File: src/rtl/fetcher_if.sv
// Instruction-memory read port of the fetch stage: request/grant address phase
// followed by an rvalid data phase. One outstanding transaction at a time.
interface fetcher_if;
    logic        mem_req;
    logic [31:0] mem_addr;
    logic        mem_gnt;
    logic        mem_rvalid;
    logic [31:0] mem_rdata;

    modport master (
        output mem_req,
        output mem_addr,
        input  mem_gnt,
        input  mem_rvalid,
        input  mem_rdata
    );

    modport slave (
        input  mem_req,
        input  mem_addr,
        output mem_gnt,
        output mem_rvalid,
        output mem_rdata
    );
endinterface

File: src/rtl/fetcher.sv
// Instruction-fetch stage: holds the PC, issues one read per fetch_start over the
// req/gnt/rvalid port and registers the returned word for the decoder.
// A redirect (pc_we) during an in-flight fetch turns the returning data stale:
// it is drained and the word at the redirected PC is fetched instead.
// Optional build macro FETCHER_MISALIGN_EN: misaligned fetches are not issued to
// memory; they complete at once with NOP_INSTR and raise fetch_err.
module fetcher #(
    parameter logic [31:0] RESET_PC  = 32'h0000_0000,
    parameter logic [31:0] NOP_INSTR = 32'h0000_0013
) (
    input  logic        clk,
    input  logic        rst,
    input  logic        fetch_start,
    input  logic        pc_we,
    input  logic [31:0] pc_next,
    fetcher_if.master   mem,
    output logic [31:0] instr_raw,
    output logic [31:0] instr_pc,
    output logic [31:0] pc,
    output logic        busy,
`ifdef FETCHER_MISALIGN_EN
    output logic        fetch_err,
`endif
    output logic        fetch_done
);

    typedef enum logic [1:0] {
        ST_IDLE  = 2'd0,
        ST_REQ   = 2'd1,
        ST_WAIT  = 2'd2,
        ST_DRAIN = 2'd3
    } state_t;

    state_t      state_r, state_s;
    logic [31:0] pc_r, pc_s;
    logic [31:0] target_s;
    logic        mem_req_r, mem_req_s;
    logic [31:0] mem_addr_r, mem_addr_s;
    logic [31:0] instr_raw_r, instr_raw_s;
    logic [31:0] instr_pc_r, instr_pc_s;
    logic        fetch_done_r, fetch_done_s;
    logic        busy_r, busy_s;
    // set when a redirect lands while the request is still waiting for grant
    logic        flush_r, flush_s;
`ifdef FETCHER_MISALIGN_EN
    logic        err_r, err_s;
`endif

    assign busy_s = (state_s != ST_IDLE);

    // Next-state and next-output logic for the fetch FSM
    always_comb begin
        state_s      = state_r;
        pc_s         = pc_r;
        target_s     = pc_r;
        mem_req_s    = mem_req_r;
        mem_addr_s   = mem_addr_r;
        instr_raw_s  = instr_raw_r;
        instr_pc_s   = instr_pc_r;
        fetch_done_s = 1'b0;
        flush_s      = flush_r;
`ifdef FETCHER_MISALIGN_EN
        err_s        = err_r;
`endif
        // a redirect always updates pc; same-cycle issue uses the new target
        if (pc_we) begin
            pc_s     = pc_next;
            target_s = pc_next;
`ifdef FETCHER_MISALIGN_EN
            err_s    = 1'b0;
`endif
        end else begin
            pc_s     = pc_r;
            target_s = pc_r;
        end
        case (state_r)
            ST_IDLE: begin
                if (fetch_start) begin
`ifdef FETCHER_MISALIGN_EN
                    if (target_s[1:0] != 2'b00) begin
                        instr_raw_s  = NOP_INSTR;
                        instr_pc_s   = target_s;
                        fetch_done_s = 1'b1;
                        err_s        = 1'b1;
                    end else begin
                        state_s    = ST_REQ;
                        mem_req_s  = 1'b1;
                        mem_addr_s = target_s;
                        flush_s    = 1'b0;
                    end
`else
                    state_s    = ST_REQ;
                    mem_req_s  = 1'b1;
                    mem_addr_s = target_s;
                    flush_s    = 1'b0;
`endif
                end else begin
                    state_s = ST_IDLE;
                end
            end
            ST_REQ: begin
                if (mem.mem_gnt) begin
                    mem_req_s = 1'b0;
                    flush_s   = 1'b0;
                    if (flush_r || pc_we) begin
                        state_s = ST_DRAIN;
                    end else begin
                        state_s = ST_WAIT;
                    end
                end else if (pc_we) begin
                    flush_s = 1'b1;
                end else begin
                    state_s = ST_REQ;
                end
            end
            ST_WAIT: begin
                if (mem.mem_rvalid) begin
                    instr_raw_s  = mem.mem_rdata;
                    instr_pc_s   = mem_addr_r;
                    fetch_done_s = 1'b1;
                    state_s      = ST_IDLE;
`ifdef FETCHER_MISALIGN_EN
                    err_s        = 1'b0;
`endif
                end else if (pc_we) begin
                    state_s = ST_DRAIN;
                end else begin
                    state_s = ST_WAIT;
                end
            end
            ST_DRAIN: begin
                if (mem.mem_rvalid) begin
                    state_s    = ST_REQ;
                    mem_req_s  = 1'b1;
                    mem_addr_s = target_s;
                end else begin
                    state_s = ST_DRAIN;
                end
            end
            default: begin
                state_s   = ST_IDLE;
                mem_req_s = 1'b0;
                flush_s   = 1'b0;
            end
        endcase
    end

    // State register and registered outputs, cleared asynchronously by rst
    always_ff @(posedge clk or posedge rst) begin
        if (rst) begin
            state_r      <= ST_IDLE;
            pc_r         <= RESET_PC;
            mem_req_r    <= 1'b0;
            mem_addr_r   <= RESET_PC;
            instr_raw_r  <= NOP_INSTR;
            instr_pc_r   <= RESET_PC;
            fetch_done_r <= 1'b0;
            busy_r       <= 1'b0;
            flush_r      <= 1'b0;
`ifdef FETCHER_MISALIGN_EN
            err_r        <= 1'b0;
`endif
        end else begin
            state_r      <= state_s;
            pc_r         <= pc_s;
            mem_req_r    <= mem_req_s;
            mem_addr_r   <= mem_addr_s;
            instr_raw_r  <= instr_raw_s;
            instr_pc_r   <= instr_pc_s;
            fetch_done_r <= fetch_done_s;
            busy_r       <= busy_s;
            flush_r      <= flush_s;
`ifdef FETCHER_MISALIGN_EN
            err_r        <= err_s;
`endif
        end
    end

    assign mem.mem_req  = mem_req_r;
    assign mem.mem_addr = mem_addr_r;
    assign instr_raw    = instr_raw_r;
    assign instr_pc     = instr_pc_r;
    assign pc           = pc_r;
    assign busy         = busy_r;
    assign fetch_done   = fetch_done_r;
`ifdef FETCHER_MISALIGN_EN
    assign fetch_err    = err_r;
`endif

endmodule

File: src/flat_wrapper.sv
// flat-port wrapper written by rule: the top's interface ports become plain ports
module fetcher_flat 
#(
    parameter logic [31:0] RESET_PC  = 32'h0000_0000,
    parameter logic [31:0] NOP_INSTR = 32'h0000_0013
)
  (clk, rst, fetch_start, pc_we, pc_next, instr_raw, instr_pc, pc, busy, fetch_done, mem_mem_req, mem_mem_addr, mem_mem_gnt, mem_mem_rvalid, mem_mem_rdata);
  fetcher_if mem_i ();
  input  logic clk;
  input  logic rst;
  input  logic fetch_start;
  input  logic pc_we;
  input  logic [31:0] pc_next;
  output logic [31:0] instr_raw;
  output logic [31:0] instr_pc;
  output logic [31:0] pc;
  output logic busy;
  output logic fetch_done;
  output wire logic [$bits(mem_i.mem_req)-1:0] mem_mem_req;
  output wire logic [$bits(mem_i.mem_addr)-1:0] mem_mem_addr;
  input wire logic [$bits(mem_i.mem_gnt)-1:0] mem_mem_gnt;
  input wire logic [$bits(mem_i.mem_rvalid)-1:0] mem_mem_rvalid;
  input wire logic [$bits(mem_i.mem_rdata)-1:0] mem_mem_rdata;
  assign mem_mem_req = mem_i.mem_req;
  assign mem_mem_addr = mem_i.mem_addr;
  assign mem_i.mem_gnt = mem_mem_gnt;
  assign mem_i.mem_rvalid = mem_mem_rvalid;
  assign mem_i.mem_rdata = mem_mem_rdata;
  fetcher #(.RESET_PC(RESET_PC), .NOP_INSTR(NOP_INSTR)) u_core (.clk(clk), .rst(rst), .fetch_start(fetch_start), .pc_we(pc_we), .pc_next(pc_next), .mem(mem_i), .instr_raw(instr_raw), .instr_pc(instr_pc), .pc(pc), .busy(busy), .fetch_done(fetch_done));
endmodule
File: config.mk
export PLATFORM = sky130hd
export DESIGN_NAME = fetcher_flat
export DESIGN_NICKNAME = d
export VERILOG_FILES = /design/src/rtl/fetcher_if.sv /design/src/rtl/fetcher.sv /design/src/flat_wrapper.sv
export SDC_FILE = /design/constraint.sdc
export NUM_CORES = 1
export LEC_CHECK = 0
export CORE_MARGIN = 1.5
export CORE_UTILIZATION = 48
export DETAILED_ROUTE_END_ITERATION = 10
export PLACE_DENSITY = 0.86
export SLEW_MARGIN = 25
export SYNTH_ARGS = -nofsm -noshare
export SYNTH_HDL_FRONTEND = slang
export SYNTH_SLANG_ARGS = --single-unit
File: constraint.sdc
create_clock -name clk -period 13.25 [get_ports clk]
set_input_delay 3.975 -clock clk [delete_from_list [all_inputs] [get_ports clk]]
set_output_delay 3.975 -clock clk [all_outputs]
set_load 0.01 [all_outputs]
Word-level counts from Yosys, hierarchy flattened --
Cells that the tools add are included.
Word-level totals: flip-flop bits (word level) 134, latch bits 0, memories 0, memory bits (writable) 0, bits in read-only memories 0, output and inout port bits 131, logic and storage cells 48
Cells by class: order comparisons 0, muxes and demuxes 22, bitwise gates (word level) 0, shift-type cells 0, div/mod/pow operators 0, multiply operators 0, reductions and logical operators 10, add/subtract/negate cells 0, equality and inequality tests 7
Operator list (count):
- 32-bit 2-to-1 mux | 3
- 32-bit case mux with 2 select lines | 1
- 1-bit 2-to-1 mux | 11
- 2-bit 2-to-1 mux | 4
- 2-bit case mux with 4 select lines | 1
- 2-bit != test, second input constant | 3
- 3-bit AND reduction | 2
- 2-bit nonzero test | 3
- 2-bit == test, second input constant | 2
- 4-bit AND reduction | 1
- 3-bit != test, second input constant | 1
- 1-bit case mux with 3 select lines | 1
- 3-bit nonzero test | 1
- 2-bit by 1-bit == test with 1-bit output, second input constant | 1
- 2-bit logical NOT | 1
- 1-bit case mux with 2 select lines | 1
- 2-bit AND reduction | 1
- 1-bit logical OR | 1

Depth between registers and ports, before layout --
Gate-level depths: netlist (run 1).
word-level depth 5, depth in mapped cells 5

Worst setup path before layout (run 1) --
No wires, ideal clock.
path type input to register, start in pc_we, end reg u_core.mem_addr_r[14], in the netlist u_core.mem.mem_addr[14], stages on the path 4, arrival time 4.806 ns, slack 8.319 ns, library setup time 0.125 ns, cell sequence buf_6 > buf_6 > mux2_2 > mux2_4
Between the ends: longest elaborated chain between the ends 3, elaborated cells between the ends (all ways) 4
RTL lines:
- start, declared | line flat_wrapper.sv:12 | input logic pc_we;
- 32-bit 2-to-1 mux * | line fetcher.sv:66 | if (pc_we) begin
- 32-bit 2-to-1 mux, on equally long branches | line fetcher.sv:132, fetcher.sv:78
- 32-bit case mux with 2 select lines * | line fetcher.sv:76 | case (state_r)
- named net u_core.mem_addr_s[14] | line fetcher.sv:38 | logic [31:0] mem_addr_r, mem_addr_s;
- end signal, assigned | line fetcher.sv:167 | mem_addr_r <= mem_addr_s;
- end, declared | line fetcher.sv:38
The timed path passes the listed nets; every way through them passes the cells marked *. The select of a mux whose other input is x is not followed. A chain may end at the register's enable or synchronous reset.

Worst setup path after layout (run 1) --
start in fetch_start, end reg u_core.mem_addr_r[1], in the netlist u_core.mem.mem_addr[1]
Between the ends: longest elaborated chain between the ends 2
RTL lines:
- start, declared | line flat_wrapper.sv:11 | input logic fetch_start;
- 2-bit != test (no source line)
- 3-bit AND reduction (no source line)
No other way between the ends.

==> results of run 1 <==
==> where the power goes <==
group          switching (W)  total (W)  internal [W]
logic               0.000262   0.000777      0.000515
clock network       0.000157   0.000441      0.000284
registers           0.000115   0.000694      0.000579
total               0.000534    0.00191       0.00138
==> registers in the layout, indices dropped and copies added, names as in the netlist <==
register	cells
u_core.instr_pc	32
u_core.instr_raw	32
u_core.mem.mem_addr	32
u_core.pc	32
u_core.state_r	2
u_core.busy	1
u_core.fetch_done	1
u_core.flush_r	1
u_core.mem.mem_req	1
==> final timing paths <==
path,start,end
worst max-delay path,fetch_start,u_core.mem.mem_addr[1]$_DFFE_PP0P_
max in group asynchronous,rst,u_core.pc[7]$_DFF_PP0_
worst min register to register,u_core.mem.mem_req$_DFFE_PP0P_,u_core.mem.mem_req$_DFFE_PP0P_
worst min-delay path,u_core.mem.mem_req$_DFFE_PP0P_,u_core.mem.mem_req$_DFFE_PP0P_
min in group asynchronous,rst,u_core.instr_raw[14]$_DFFE_PP0P_
worst max register to register,u_core.state_r[1]$_DFF_PP0_,u_core.mem.mem_addr[1]$_DFFE_PP0P_
==> final cells by class <==
| type | count | area [sq um] | share of cell area [%] |
|---|---|---|---|
| clock buffer | 25 | 515.5 | 6.447 |
| clock inverter | 3 | 42.54 | 0.5320 |
| tap | 140 | 175.2 | 2.191 |
| inverter | 4 | 17.52 | 0.2191 |
| timing repair buffer | 203 | 2023 | 25.30 |
| sequential | 134 | 3357 | 41.98 |
| multi-input combinational | 142 | 1866 | 23.33 |
==> layer usage <==
layer  part of all wire [%]  up-vias
li1                       -     1457
met1                     40     1651
met2                     53      101
met3                    5.8       11
met4                    1.2        0
met5                      0        -
==> cell families (layout without fill, tap and decap cells) <==
family | after synthesis | after routing | share of synthesized area [%]
AOI/OAI and AO/OA | 8 | 8 | 1.170
DFF | 134 | 134 | 61.55
buffers and inverters | 18 | 235 | 4.382
muxes | 128 | 128 | 32.00
and+or+nand+nor | 6 | 6 | 0.8946
==> cell usage after synthesis (all sizes together) <==
cell type  count
dfrtp        131
mux2         128
buf           14
inv            4
dfstp          3
nand3          3
o21ai          3
a21oi          1
nand2b         1
nor2           1
o211ai         1
o21a           1
o311a          1
o31ai          1
or3            1
==> metrics by stage <==
step,instances,setup slack (ps),instance area (sq um)
6_report,651,7631,7996
5_1_grt,651,7456,7996
2_1_floorplan,294,5697,5454
3_5_place_dp,623,7158,7435
4_1_cts,651,7597,7993
3_3_place_gp,623,7250,7435
==> results by group, run 1 <==
Drt
  – DR vias: 3220
  – DRT antenna net count: 0
  – Drt total wl: 12.44 mm
  – Iter 0 DRT Violations: 124
  – DR WL/cell: 19.11 um
  – Number of vias per cell: 4.946
  – Drt first pass iters: 4
  – DRC: 0

Critical path
  – Stages on worst setup path: 5
  – Worst r2r path cells: 4
  – Worst path cell trace: clkdlybuf4s50_1 -> nand2b_4 -> o21ai_4 -> buf_4 -> mux2_4
  – Critical Path Slowest Stage Cell: clkdlybuf4s50_1
  – Worst Setup Start Kind: primary input
  – Worst-path fanout max: 21
  – Cell family with most CP delay: buffers and inverters
  – CP endpoint kind: flop
  – Largest stage delay, worst path: 540 ps
  – Crit Path Category: primary input to flop
  – Required @ worst endpoint: 13530 ps
  – Reg2Reg Setup Slack: 11180 ps
  – Buf/Inv on CP: 2
  – WP data arrival: 5900 ps

Floorplan
  – I/O pin count: 201
  – DIE AREA: 0.01201 sq mm
  – Chip Width: 109.6 um
  – FP Rows: 38
  – CORE AREA: 0.01094 sq mm
  – Initial Utilization: 49.87%
  – Die Ht: 109.6 um

Yosys
  – Register area share after synthesis: 61.55%
  – Largest area contributor in the netlist: dfrtp_1
  – Mapped Area: 0.005454 sq mm
  – Syn Nets: 364
  – Synth Register Bits: 134
  – Unique cell type count in the Yosys netlist: 21
  – Top cell type's share of synthesized area: 60.11%
  – Synth Instances: 294
  – Synth area leaders: dfrtp_1 60%, mux2_4 22%, mux2_2 9.7%
  – Syn avg cell area: 18.55 sq um
  – Syn. warnings: 0

Min path
  – Hold Path Depth: 1
  – Worst hold path type: flop to flop

STA
  – Measured slew at the worst slew-check pin: 895.8 ps
  – Minimum hold slack: 500.0 ps
  – Final setup viols: 0
  – Clk_skew: 6.950 ps
  – Final period utilization: 42.41%
  – Fin crit period: 5619 ps
  – Setup TNS Final: 0 ps
  – RSZ-0062 raised after global routing: false
  – Slew headroom: 40.28%
  – Upper clock frequency limit: 0.1780 GHz
  – Fin. Hold Viols: 0
  – Pins over their slew limit: 0

CTS
  – Sink Count: 134
  – Root Buffer: clkbuf_16
  – CTS Buf Count: 17
  – Post-cts hold buffer count: 0
  – CTS clk-pin slew, worst paths: 50 ps
  – Cells resized by post-CTS repair: 0
  – Clock buffer depth: 2
  – Worst-skew pair later-pin latency: 400 ps
  – CTS tree: built
  – H-tree depth: 4
  – Post-CTS Repair Setup Buffers: 0

Global route
  – Initial antenna violation count: 0
  – M3 GR Usage: 5.987%
  – Grt met2 use: 37.22%
  – Vias in the first global route: 3497
  – GR peak layer: met2
  – Grt met1 use: 24.75%
  – First-pass GRT wire length: 18.80 mm
  – Pin count of the biggest net entering global routing: 72
  – Global Route Usage Sum: 21.25%
  – Total congestion overflow: 0

Final layout
  – Commonest non-fill, non-tap cell in the layout: clkdlybuf4s50_1
  – Number of diodes: 0
  – Layout fillers: 709
  – Final layout net count: 572
  – Most frequent cells in the layout: 199 x clkdlybuf4s50_1, 131 x dfrtp_1, 81 x mux2_4
  – Share of cells above drive strength 1: 32.68%
  – Layout overhead on the synthesized area: 46.62%
  – Post-layout util: 73.12%

Power and ir drop
  – Peak VDD IR: 117.6 uV
  – Overall power: 0.001911 W
  – Leakage power figure: 3.614 nW
  – P per Cell Area: 239.0 mW/mm^2

Placement
  – Final Wtd Congestion: 0.7257
  – HPWL after DPL: 8.574 mm
  – I/O Buffers: 200

Outcome
  – Status: finished, final reports clean

Flow run
  – Max-Cap Viols: 0
(Power assumes the default switching activity.)
==> run 2: changes to the inputs <==
CORE_UTILIZATION = 40   (was 48)
PLACE_DENSITY = 0.76   (was 0.86)
clock period = 5 ns   (was 13.25 ns; I/O delays follow)
==> results by group, run 2 (synthesized netlist as in run 1, its figures left out) <==
Critical path
  – Crit Path Category: primary input to flop
  – Worst Setup Start Kind: primary input
  – Required @ worst endpoint: 5300 ps
  – CP endpoint kind: flop
  – Reg2Reg Setup Slack: 2850 ps
  – Worst-path fanout max: 20
  – WP data arrival: 3500 ps

CTS
  – CTS Buf Count: 17
  – Post-CTS Repair Setup Buffers: 0
  – H-tree depth: 4
  – Clock buffer depth: 2
  – Worst-skew pair later-pin latency: 410 ps
  – Root Buffer: clkbuf_16
  – Cells resized by post-CTS repair: 0
  – Post-cts hold buffer count: 0
  – CTS clk-pin slew, worst paths: 50 ps
  – CTS tree: built
  – Sink Count: 134

STA
  – Final setup viols: 0
  – Pins over their slew limit: 0
  – Minimum hold slack: 505.0 ps
  – RSZ-0062 raised after global routing: false
  – Upper clock frequency limit: 0.3125 GHz
  – Setup TNS Final: 0 ps
  – Fin crit period: 3200 ps
  – Slew headroom: 43.18%
  – Clk_skew: 6.566 ps
  – Final period utilization: 63.99%
  – Measured slew at the worst slew-check pin: 850.4 ps
  – Fin. Hold Viols: 0

Final layout
  – Share of cells above drive strength 1: 33.85%
  – Final layout net count: 574
  – Area occupied by registers: 0.003357 sq mm
  – Layout fillers: 994
  – Area occupied by multi-input gates: 0.001866 sq mm
  – Number of diodes: 0
  – Most frequent cells in the layout: 199 x clkdlybuf4s50_1, 131 x dfrtp_1, 81 x mux2_4
  – Commonest non-fill, non-tap cell in the layout: clkdlybuf4s50_1
  – Layout overhead on the synthesized area: 48.86%
  – Post-layout util: 61.07%
  – Non-filler cells, final: 693

Drt
  – DRC: 0
  – DR WL/cell: 16.80 um
  – Iter 0 DRT Violations: 122
  – Number of vias per cell: 4.681
  – Drt first pass iters: 4
  – Drt total wl: 11.64 mm
  – DR vias: 3244
  – DRT antenna net count: 0

Global route
  – First-pass GRT wire length: 19.00 mm
  – Initial antenna violation count: 0
  – Pin count of the biggest net entering global routing: 55
  – Vias in the first global route: 3606
  – Global Route Usage Sum: 17.33%
  – Total congestion overflow: 0

Power and ir drop
  – Peak VDD IR: 320.7 uV
  – Leakage power figure: 3.642 nW
  – P per Cell Area: 630.2 mW/mm^2
  – Overall power: 0.005117 W

Floorplan
  – CORE AREA: 0.01330 sq mm
  – Chip Width: 119.8 um
  – I/O pin count: 201
  – Initial Utilization: 41.02%
  – Die Ht: 119.8 um
  – DIE AREA: 0.01434 sq mm
  – FP Rows: 42

Placement
  – Dpl cells: 661
  – HPWL after DPL: 8.025 mm
  – Final Wtd Congestion: 0.7782
  – I/O Buffers: 200

Outcome
  – Status: finished, final reports clean

Min path
  – Worst hold path type: flop to flop

Flow run
  – Max-Cap Viols: 0
run 2: cell types whose count changed in the layout (fill, tap and decap cells not counted):
cell / change
clkbuf_8: -5
clkinv_2: +5
clkinvlp_4: +4
buf_12: +2
bufinv_16: +2
clkbuf_1: -2
buf_4: +1
buf_6: -1
clkinv_4: +1
inv_4: -1
run 2: layout make-up:
| cell class | count | share of cell area (%) |
|---|---|---|
| clock inverters | 14 | 1.957 |
| clock buffers | 18 | 5.409 |
| repair buffers | 205 | 25.37 |
| well taps | 176 | 2.712 |
| flip-flops and latches | 134 | 41.35 |
| multi-input cells | 142 | 22.98 |
| inverters | 4 | 0.2312 |
run 2: power breakdown:
| part | switching, W | total, W | internal (W) |
|---|---|---|---|
| sequential | 0.000294 | 0.00183 | 0.00153 |
| combinational | 0.000679 | 0.00205 | 0.00137 |
| clock | 0.000452 | 0.00124 | 0.000790 |
run 2: per-layer routing:
layer / track usage [%] / part of all wire (%) / wire length [um]
met1: 21.32 / 43 / 4956
met2: 27.19 / 48 / 5595
met3: 6.511 / 7.0 / 815
met4: 7.887 / 2.3 / 273
met5: 0 / 0 / 0
run 2: critical path: stages:
cell	delay (ps)
clkdlybuf4s50_1	540
nand2b_4	80
o21ai_4	500
buf_4	480
mux2_2	390
run 2: per-stage QoR:
| step | cell area [sq um] | setup WS [ps] |
|---|---|---|
| after floorplan | 5458 | 1837 |
| after global placement | 7521 | 1389 |
| after detailed placement | 7521 | 1346 |
| after CTS | 8119 | 1798 |
| after global routing | 8119 | 1732 |
| final | 8119 | 1800 |
run 2: final timing paths:
| kind | startpoint | endpoint | depth (start not counted) |
|---|---|---|---|
| setup / recovery | fetch_start | u_core.mem.mem_addr[28]$_DFFE_PP0P_ | 5 |
| hold / removal | u_core.instr_pc[31]$_DFFE_PP0P_ | u_core.instr_pc[31]$_DFFE_PP0P_ | 1 |
| setup reg to reg | u_core.state_r[1]$_DFF_PP0_ | u_core.mem.mem_addr[28]$_DFFE_PP0P_ | 4 |
| hold reg to reg | u_core.instr_pc[31]$_DFFE_PP0P_ | u_core.instr_pc[31]$_DFFE_PP0P_ | 1 |
| max in group asynchronous | rst | u_core.instr_raw[1]$_DFFE_PP1P_ | 3 |
| min in group asynchronous | rst | u_core.mem.mem_addr[28]$_DFFE_PP0P_ | 2 |
==> run 3: changes to the inputs <==
clock period = 2.6 ns   (was 5 ns; I/O delays follow)
==> results by group, run 3 (synthesized netlist as in run 1, its figures left out) <==
Outcome
  – Status: finished, final reports clean

STA
  – Measured slew at the worst slew-check pin: 874.3 ps
  – Upper clock frequency limit: 0.4442 GHz
  – Final setup viols: 0
  – Fin crit period: 2251 ps
  – Fin worst setup slack: 348.7 ps
  – Clk_skew: 8.163 ps
  – Fin. Hold Viols: 0
  – Pins over their slew limit: 0
  – Setup TNS Final: 0 ps
  – Slew headroom: 41.71%
  – Final period utilization: 86.59%
  – RSZ-0062 raised after global routing: false

CTS
  – Sink Count: 134
  – Cells resized by post-CTS repair: 0
  – H-tree depth: 4
  – CTS tree: built
  – Root Buffer: clkbuf_16
  – CTS Buf Count: 17
  – Post-cts hold buffer count: 0
  – Worst-skew pair later-pin latency: 410 ps
  – CTS clk-pin slew, worst paths: 60 ps
  – Clock buffer depth: 2
  – Post-CTS Repair Setup Buffers: 0

Critical path
  – RR Startpoint: u_core.state_r[0]$_DFF_PP0_
  – Buf/Inv on CP: 1
  – Worst Setup Start Kind: flop
  – Worst-path fanout max: 2
  – CP endpoint kind: output pin
  – Crit Path Category: flop to output pin
  – Reg2Reg Setup Slack: 1060 ps
  – Worst path cell trace: clkdlybuf4s50_1
  – Largest stage delay, worst path: 530 ps
  – WP data arrival: 1470 ps
  – Required @ worst endpoint: 1820 ps
  – Cell family with most CP delay: flip-flops
  – Critical Path Slowest Stage Cell: dfstp_2
  – Worst r2r path cells: 4
  – R2r endpoint: u_core.instr_raw[3]$_DFFE_PP0P_

Floorplan
  – I/O pin count: 201
  – Die Ht: 119.8 um
  – DIE AREA: 0.01434 sq mm
  – CORE AREA: 0.01330 sq mm
  – FP Rows: 42
  – Initial Utilization: 41.02%
  – Chip Width: 119.8 um

Power and ir drop
  – Sequential share of power: 35.3%
  – Leakage power figure: 3.683 nW
  – Comb pwr share: 39.6%
  – P per Cell Area: 1220 mW/mm^2
  – Clock share of power: 25.0%
  – Overall power: 0.01003 W
  – Sw power: 0.002799 W
  – P_int: 0.007230 W
  – Peak VDD IR: 622.7 uV
  – Sw frac: 27.91%

Global route
  – Total congestion overflow: 0
  – Pin count of the biggest net entering global routing: 50
  – First-pass GRT wire length: 18.65 mm
  – Initial antenna violation count: 0
  – Global Route Usage Sum: 16.93%
  – Vias in the first global route: 3528

Min path
  – Worst hold path type: flop to flop
  – Hold Path Depth: 1
  – WHS Endpoint: u_core.instr_pc[31]$_DFFE_PP0P_
  – Min-Delay Startpoint: u_core.instr_pc[31]$_DFFE_PP0P_

Final layout
  – Area occupied by registers: 0.003357 sq mm
  – Layout overhead on the synthesized area: 50.77%
  – Area occupied by multi-input gates: 0.001866 sq mm
  – Share of cells above drive strength 1: 34.23%
  – Most frequent cells in the layout: 199 x clkdlybuf4s50_1, 131 x dfrtp_1, 81 x mux2_4
  – Post-layout util: 61.85%
  – Layout fillers: 984
  – Number of diodes: 0
  – Commonest non-fill, non-tap cell in the layout: clkdlybuf4s50_1
  – Final layout net count: 577

Drt
  – Drt first pass iters: 4
  – DRC: 0
  – DR vias: 3218
  – Iter 0 DRT Violations: 131
  – Number of vias per cell: 4.624
  – DR WL/cell: 16.92 um
  – DRT antenna net count: 0
  – Drt total wl: 11.77 mm

Placement
  – Setup slack at placement: 263.5 ps
  – HPWL after DPL: 8.187 mm
  – I/O Buffers: 200
  – Final Wtd Congestion: 0.7423

Flow run
  – Max-Cap Viols: 0
run 3: worst max path at each step:
| stage | cells after the start | from | to |
|---|---|---|---|
| after global placement | 5 | mem_mem_rvalid | u_core.mem.mem_addr[28]$_DFFE_PP0P_ |
| final | 1 | u_core.instr_raw[0]$_DFFE_PP1P_ | instr_raw[0] |
| after CTS | 1 | u_core.instr_raw[0]$_DFFE_PP1P_ | instr_raw[0] |
| after detailed placement | 5 | mem_mem_rvalid | u_core.mem.mem_addr[30]$_DFFE_PP0P_ |
| after floorplan | 1 | rst | u_core.busy$_DFF_PP0_ |
| after global routing | 1 | u_core.instr_raw[0]$_DFFE_PP1P_ | instr_raw[0] |
run 3: routing by layer:
metal	track usage, %	up-vias	part of all wire [%]
li1	-	1469	-
met4	6.771	0	1.8
met1	20.92	1608	43
met5	0	-	0
met2	27.77	122	50
met3	5.228	19	6.0
run 3: cell type report:
class | instances | area share (%)
sequential | 134 | 40.82
clock buffer | 17 | 5.173
tap | 176 | 2.678
clock inverter | 15 | 2.480
multi-input combinational | 142 | 22.69
inverter | 4 | 0.2282
timing repair buffer | 208 | 25.93
run 3: power groups by stage:
stage	sequential, W	combinational (W)	clock (W)
6_report	0.00354	0.00397	0.00251
3_5_place_dp	0.00357	0.00401	0
2_1_floorplan	0.00384	0.00167	0
5_1_grt	0.00366	0.00418	0.00268
3_3_place_gp	0.00353	0.00393	0
4_1_cts	0.00356	0.00403	0.00257
run 3: through the flow:
step           cell area [sq um]  cells  hold WS [ps]
2_1_floorplan               5458    294         497.5
3_3_place_gp                7594    664         489.2
3_5_place_dp                7594    664         491.7
4_1_cts                     8223    696         504.3
5_1_grt                     8223    696         525.3
6_report                    8223    696         499.1
